==> config.mk <==
export PLATFORM = sky130hd
export DESIGN_NAME = priority_event_encoder
export DESIGN_NICKNAME = d
export VERILOG_FILES = /design/src/rtl/priority_event_encoder.sv
export SDC_FILE = /design/constraint.sdc
export NUM_CORES = 1
export LEC_CHECK = 0
export CELL_PAD_IN_SITES_DETAIL_PLACEMENT = 0
export CELL_PAD_IN_SITES_GLOBAL_PLACEMENT = 1
export CORE_MARGIN = 4
export CORE_UTILIZATION = 29
export CTS_CLUSTER_DIAMETER = 120
export CTS_CLUSTER_SIZE = 20
export DETAILED_ROUTE_END_ITERATION = 8
export GPL_TIMING_DRIVEN = 0
export PLACE_DENSITY = 0.8
export SLEW_MARGIN = 20
export SYNTH_ARGS = -nofsm -noshare
export SYNTH_HDL_FRONTEND = slang
export SYNTH_SLANG_ARGS = --single-unit
==> constraint.sdc <==
create_clock -name clk -period 2.15 [get_ports clk]
set_input_delay 0.3225 -clock clk [delete_from_list [all_inputs] [get_ports clk]]
set_output_delay 0.3225 -clock clk [all_outputs]
set_load 0.005 [all_outputs]
==> src/rtl/priority_event_encoder.sv <==
// priority_event_encoder: sticky per-source event capture with fixed-priority or
// round-robin grant of one pending index per cycle over a valid/ready output.
module priority_event_encoder #(
    parameter int N       = 8,
    parameter bit RR_MODE = 1'b0,
    parameter int IDXW    = (N > 1) ? $clog2(N) : 1
) (
    input  logic            clk,
    input  logic            rst_n,
    input  logic [N-1:0]    req_in,
    input  logic [N-1:0]    mask,
    input  logic            out_ready,
    output logic            out_valid,
    output logic [IDXW-1:0] out_idx,
    output logic [N-1:0]    pending,
    output logic            overflow,
    output logic            busy
);
    logic [N-1:0]    set_vec, elig, clr_vec;
    logic [IDXW-1:0] rr_ptr, base, cand, winner;
    logic            load, grant;
    assign set_vec = req_in & mask;
    assign elig    = pending & mask;
    assign load    = ~out_valid | out_ready;
    assign grant   = load & (|elig);
    assign base    = RR_MODE ? rr_ptr : '0;
    assign clr_vec = grant ? (N'(1) << winner) : '0;
    assign busy    = out_valid | (|pending);
    // Walk from base (lowest) up to base-1 (highest) so the last hit is base-1 downward.
    always_comb begin
        winner = '0;
        cand   = '0;
        for (int k = N; k >= 1; k--) begin
            cand = IDXW'((int'(base) + N - k) % N);
            if (elig[cand]) winner = cand;
        end
    end
    always_ff @(posedge clk or negedge rst_n) begin
        if (!rst_n) begin
            pending   <= '0;
            out_valid <= 1'b0;
            out_idx   <= '0;
            overflow  <= 1'b0;
            rr_ptr    <= '0;
        end else begin
            pending  <= (pending & ~clr_vec) | set_vec;
            overflow <= |(set_vec & pending & ~clr_vec);
            if (load) out_valid <= grant;
            if (grant) begin
                out_idx <= winner;
                rr_ptr  <= RR_MODE ? winner : rr_ptr;
            end
        end
    end
endmodule

==> impl_metrics.ini, run 1 <==
[routing]
wl_mm = 2.00
num_vias = 773
wl_per_cell_um = 13.1
drcViolationCount = 0
drt_iter0_markers = 14
dr.pass1.iters = 4
ant_nets = 0
drt-vias-per-instance = 5.09

[clock_network]
cts_resized = 0
clk_path_buf_depth = 2
clkTransAtPathRegs_ns = 0.09
ctsRootBufferMaster = clkbuf_4
cts_hold_buffers = 0
clock_sinks = 13
postCtsSetupBuffers = 0
cts_tree = done
cts_max_level = 1
cts_buffers = 3
clkLatencyLatePin_ns = 0.28

[worst_setup_path]
cp_max_fo = 5
critPathArrivalTime_ns = 1.61
cp-start-kind = flip-flop
path_class = reg2out
cp.required_ns = 1.83
cp_cell_sequence = nor4_1, nand3_1, clkdlybuf4s50_1
cp-end-kind = output port
rrSetupSlack_ns = 0.51
cpMaxStageDelayCell = clkdlybuf4s50_1
max_stage_delay_ns = 0.46

[floorplanning]
die_area_mm2 = 0.00351
die_x_um = 59.2
die_h_um = 59.2
start_util_pct = 30.4
rows = 18
coreArea_mm2 = 0.00250
io_pins = 33

[timing]
worst_clock_skew_ns = 0.00675
slew_violations = 0
fin_tns_setup_ns = 0
min_period_ns = 1.94
rsz0062_at_grt = no
setup_violations = 0
min_period_over_period_pct = 90.1
finalHoldViolations = 0
worst_slew_pin_slew_ns = 0.616
relSlewSlack_pct = 58.8
max_freq_mhz = 516

[global_route]
grt_use_total_pct = 11.4
antenna_found_initial = 0
grt_pass1_wl_mm = 3.08
grt_max_degree = 14
gr-total-overflow = 0
grt_pass1_vias = 727

[power]
p_comb_share_pct = 33.8
leakage_nw = 0.457
p_total_uw = 698
power_density_mw_per_mm2 = 609
clockPowerShare_pct = 22.1
power.internal_uw = 485
peakVddDrop_mv = 0.434
p_sw_uw = 213
sequentialPowerShare_pct = 44.1
swShare_pct = 30.5

[finish]
area.growth.synth_to_final_pct = 50.7
fillers = 247
fin_nets = 142
antenna_cells = 0
drive_gt1_share_pct = 9.84
layout_common_cells = 32 x clkdlybuf4s50_1, 16 x nand2_1, 13 x dfrtp_1
final_common_cell = clkdlybuf4s50_1

[synthesis]
synth-edff-count = 0
synth_top_cell_area_share_pct = 42.8
yosysSeqAreaShare_pct = 42.8
synth.cell_area_um2 = 761
synth_cells = 86
yosys_warnings = 0
yosys.area.top_type = dfrtp_1
ys_ff_latch = 13
synth_area_per_cell_um2 = 8.85
syn_nets = 105
ys_top_cells_by_area = dfrtp_1 43%, a22o_1 8.1%, nand2_1 7.9%
synth_ff_type = dfrtp_1
ys_async_sr_fraction_pct = 100
synth.distinct_cells = 26

[job]
maxCapViolCount = 0

[place]
portBuffers = 32
dpl.hpwl_mm = 1.58
place.gp.congestion = 0.779

[run_status]
status = completed

[min_path]
hold_path.class = in2async
-- worst max-delay path: cells and delay by family, from the launching register on --
kind,cells,cell delay (ns)
buf+inv,1,0.46
simple gates,2,0.45
flops,1,0.43
-- metal layers --
| layer | routed length (um) | vias up | track usage, % |
|---|---|---|---|
| met5 | 0 | - | 0 |
| met3 | 176 | 2 | 3.49 |
| met4 | 19 | 0 | 1.94 |
| met1 | 853 | 357 | 16.1 |
| li1 | - | 384 | - |
| met2 | 949 | 30 | 17.5 |
-- final timing paths --
kind,from,endpoint,cells after the start
max,pending[0],busy,3
min,rst_n,out_valid,1
max reg2reg,pending[6],pending[1],6
min reg2reg,out_idx[0],out_idx[0],1
max in group asynchronous,rst_n,pending[1],1
min in group clk,out_idx[0],out_idx[0],1
-- cell usage after synthesis (2+ instances only) --
master	number
buf_2	2
o21ai_0	10
nor2_1	5
nand3_1	5
nor3_1	3
a22o_1	7
o211ai_1	3
dfrtp_1	13
and2_1	3
nand2_1	16
and3_1	4
-- cells by family after synthesis --
group / Yosys count / synth area share, %
compound gates: 24 / 21.2
flops: 13 / 42.8
simple gates: 44 / 31.3
mux: 1 / 1.48
buf+inv: 4 / 3.29
-- final cells by class --
type | count | area (um^2) | share of cell area (%)
multi-input combinational | 69 | 410 | 35.8
sequential | 13 | 325 | 28.4
timing repair buffer | 32 | 320 | 27.9
tap | 30 | 37.5 | 3.28
clock buffer | 3 | 22.5 | 1.97
buffer | 3 | 21.3 | 1.86
clock inverter | 1 | 5.00 | 0.437
inverter | 1 | 3.75 | 0.328
-- state kept, by name, summed over array words and instances (netlist names) --
name,cells
out_idx,3
out_valid,1
overflow,1
pending,8
-- through the flow --
stage / cell area [um^2] / hold WS [ns] / setup slack (ns) / std cells / utilization (%)
final: 1150 / 0.420 / 0.213 / 152 / 45.8
after global routing: 1150 / 0.460 / 0.129 / 152 / 45.8
after floorplan: 761 / 0.0269 / 0.621 / 86 / -
after CTS: 1150 / 0.454 / 0.184 / 152 / 45.8
after global placement: 1120 / 0.496 / 0.141 / 148 / 44.7
after detailed placement: 1120 / 0.503 / 0.120 / 148 / 44.7
-- power by group through the flow --
stage / registers, mW / logic (mW) / clock network, mW
2_1_floorplan: 0.311 / 0.104 / 0
3_3_place_gp: 0.312 / 0.237 / 0
3_5_place_dp: 0.313 / 0.239 / 0
4_1_cts: 0.308 / 0.241 / 0.158
5_1_grt: 0.314 / 0.259 / 0.168
6_report: 0.308 / 0.236 / 0.154
Note: power is estimated with default switching activity, not from simulation.
==> inputs of run 2 (changes only) <==
--- a/config.mk
+++ b/config.mk
@@ -13,6 +13,7 @@
 export CTS_CLUSTER_SIZE = 20
 export DETAILED_ROUTE_END_ITERATION = 8
 export GPL_TIMING_DRIVEN = 0
+export HOLD_SLACK_MARGIN = 0.12
 export PLACE_DENSITY = 0.8
 export SLEW_MARGIN = 20
 export SYNTH_ARGS = -nofsm -noshare
==> results of run 2 <==
No change in the layout: final DEF, timing and power equal those of run 1.
==> inputs of run 3 (changes only) <==
==> constraint.sdc (replaced) <==
create_clock -name clk -period 2.1 [get_ports clk]
set_input_delay 0.315 -clock clk [delete_from_list [all_inputs] [get_ports clk]]
set_output_delay 0.315 -clock clk [all_outputs]
set_load 0.005 [all_outputs]
==> results of run 3 <==
The final DEF is identical to that of run 1. Status: completed.
Among the figures that moved: setup slack after placement 0.120 ns -> 0.0775 ns; setup slack after layout 0.213 ns -> 0.170 ns; hold slack 0.420 ns -> 0.412 ns; register-to-register setup slack 0.51 ns -> 0.46 ns; total power 0.698 mW -> 0.715 mW; worst IR drop on VDD 0.434 mV -> 0.444 mV
==> patch, RTL diff (flow settings as in run 1) <==
Change the parameter `RR_MODE` from 1'b0 to 1'b1.
--- a/src/rtl/priority_event_encoder.sv
+++ b/src/rtl/priority_event_encoder.sv
@@ -3,5 +3,5 @@
 module priority_event_encoder #(
     parameter int N       = 8,
-    parameter bit RR_MODE = 1'b0,
+    parameter bit RR_MODE = 1'b1,
     parameter int IDXW    = (N > 1) ? $clog2(N) : 1
 ) (
Check against the original RTL: not equivalent (Yosys sat finds a counterexample within 4 cycles, from zero or initial values and one cycle with rst_n low).
==> patch against run 1 <==
- the flow now finishes with violations (negative setup slack)
- register-to-register slack lost 1500 ps
- sequential cell count is the same
- synthesized area grew 130%
- routed wire length grew to 3.4 times the old value
- die area grew 110%
- final area grew to 2.5 times the old value
- setup slack lost 1200 ps
Power is left out: the tool's default activity adds up to more than one toggle a clock period on the data nets, which glitch-free logic cannot reach.
==> patch: results (changes against run 1) <==
Routing
  • Initial DRC count: 139 (+125)
  • Drt total wl: 6.766 mm (+240%)
  • Total vias in the final route: 2053 (+170%)
  • Metal2 WL: 3.313 mm (+250%)

STA
  • # setup viols final: 12 (+12)
  • Worst hold slack: 478.1 ps (+58.09 ps)
  • Final WS setup: -974.6 ps (-1187 ps)
  • Setup_tns: -8876 ps (-8876 ps)

Final layout
  • Layout cells sized above 1: 40.94% (+31 points)

Status
  • Status: finished with violations
  • Failing checks: negative setup slack

Worst setup path
  • Crit path to: overflow$_DFF_PN0_
  • CP max stage cell: mux4_2

Placed design
  • GPL Wtd Cong: 0.8698 (+12%)
  • Post-DP HPWL: 4.631 mm (+190%)
  • Placed Instance Area: 2251 um^2 (+100%)
  • Post-Place Worst Slack: -1419 ps (-1538 ps)

Yosys
  • Compound-gate portion of the synthesized area: 28.07% (+6.9 points)
  • Top cells by count, synth: 34 x nand2_1, 14 x nand3_1, 13 x dfrtp_1, 12 x nor2_1, 10 x mux4_2
  • Seq/Total Area, Yosys: 18.34% (-24 points)
  • Top post-synthesis cells by area: dfrtp_1 18%, mux4_2 13%, nand2_1 7.2%
  • Post-synthesis xor/xnor area fraction: 1.481% (+1.5 points)
  • Syn Area/Cell: 8.409 um^2 (-4.9%)

Global route
  • GR Layer Usage met1: 23.58% (+7.5 points)
  • Vias in the first global route: 2044 (+180%)
  • Global Route Usage Sum: 17.87% (+6.4 points)

CTS
  • Clk slew on worst S/H paths: 60 ps (-30 ps)
  • Root Driver: clkbuf_8
==> patch: cell count changes after synthesis, sizes merged, moves of 5 or more <==
cell,change
nand3,+8
mux4,+10
nand2,+18
inv,+6
mux2i,+6
nor2,+7
a21oi,+5
and2,+6
==> patch: layout make-up <==
cell class                      count  area share, %
Multi-Input combinational cell    181          58.65
Timing Repair Buffer               63          20.82
Sequential cell                    13          11.32
Tap cell                           75          3.254
Buffer                              8          2.733
Inverter                            7          1.605
Clock buffer                        3          1.432
Clock inverter                      1         0.1735
==> patch: kinds of logic after synthesis <==
| family | after synthesis |
|---|---|
| buf+inv | 17 |
| compound gates | 64 |
| simple gates | 96 |
| xor+xnor | 3 |
| mux | 16 |
| flops | 13 |
| fa+ha+maj | 2 |
==> patch: timing repair <==
item / CTS / global route
pin swaps: 13 / 22
hold buffers: 0 / 0
setup buffers: 15 / 16
gates resized for setup: 30 / 51
hold endpoints to repair: 0 / 0
setup endpoints to repair: 12 / 12
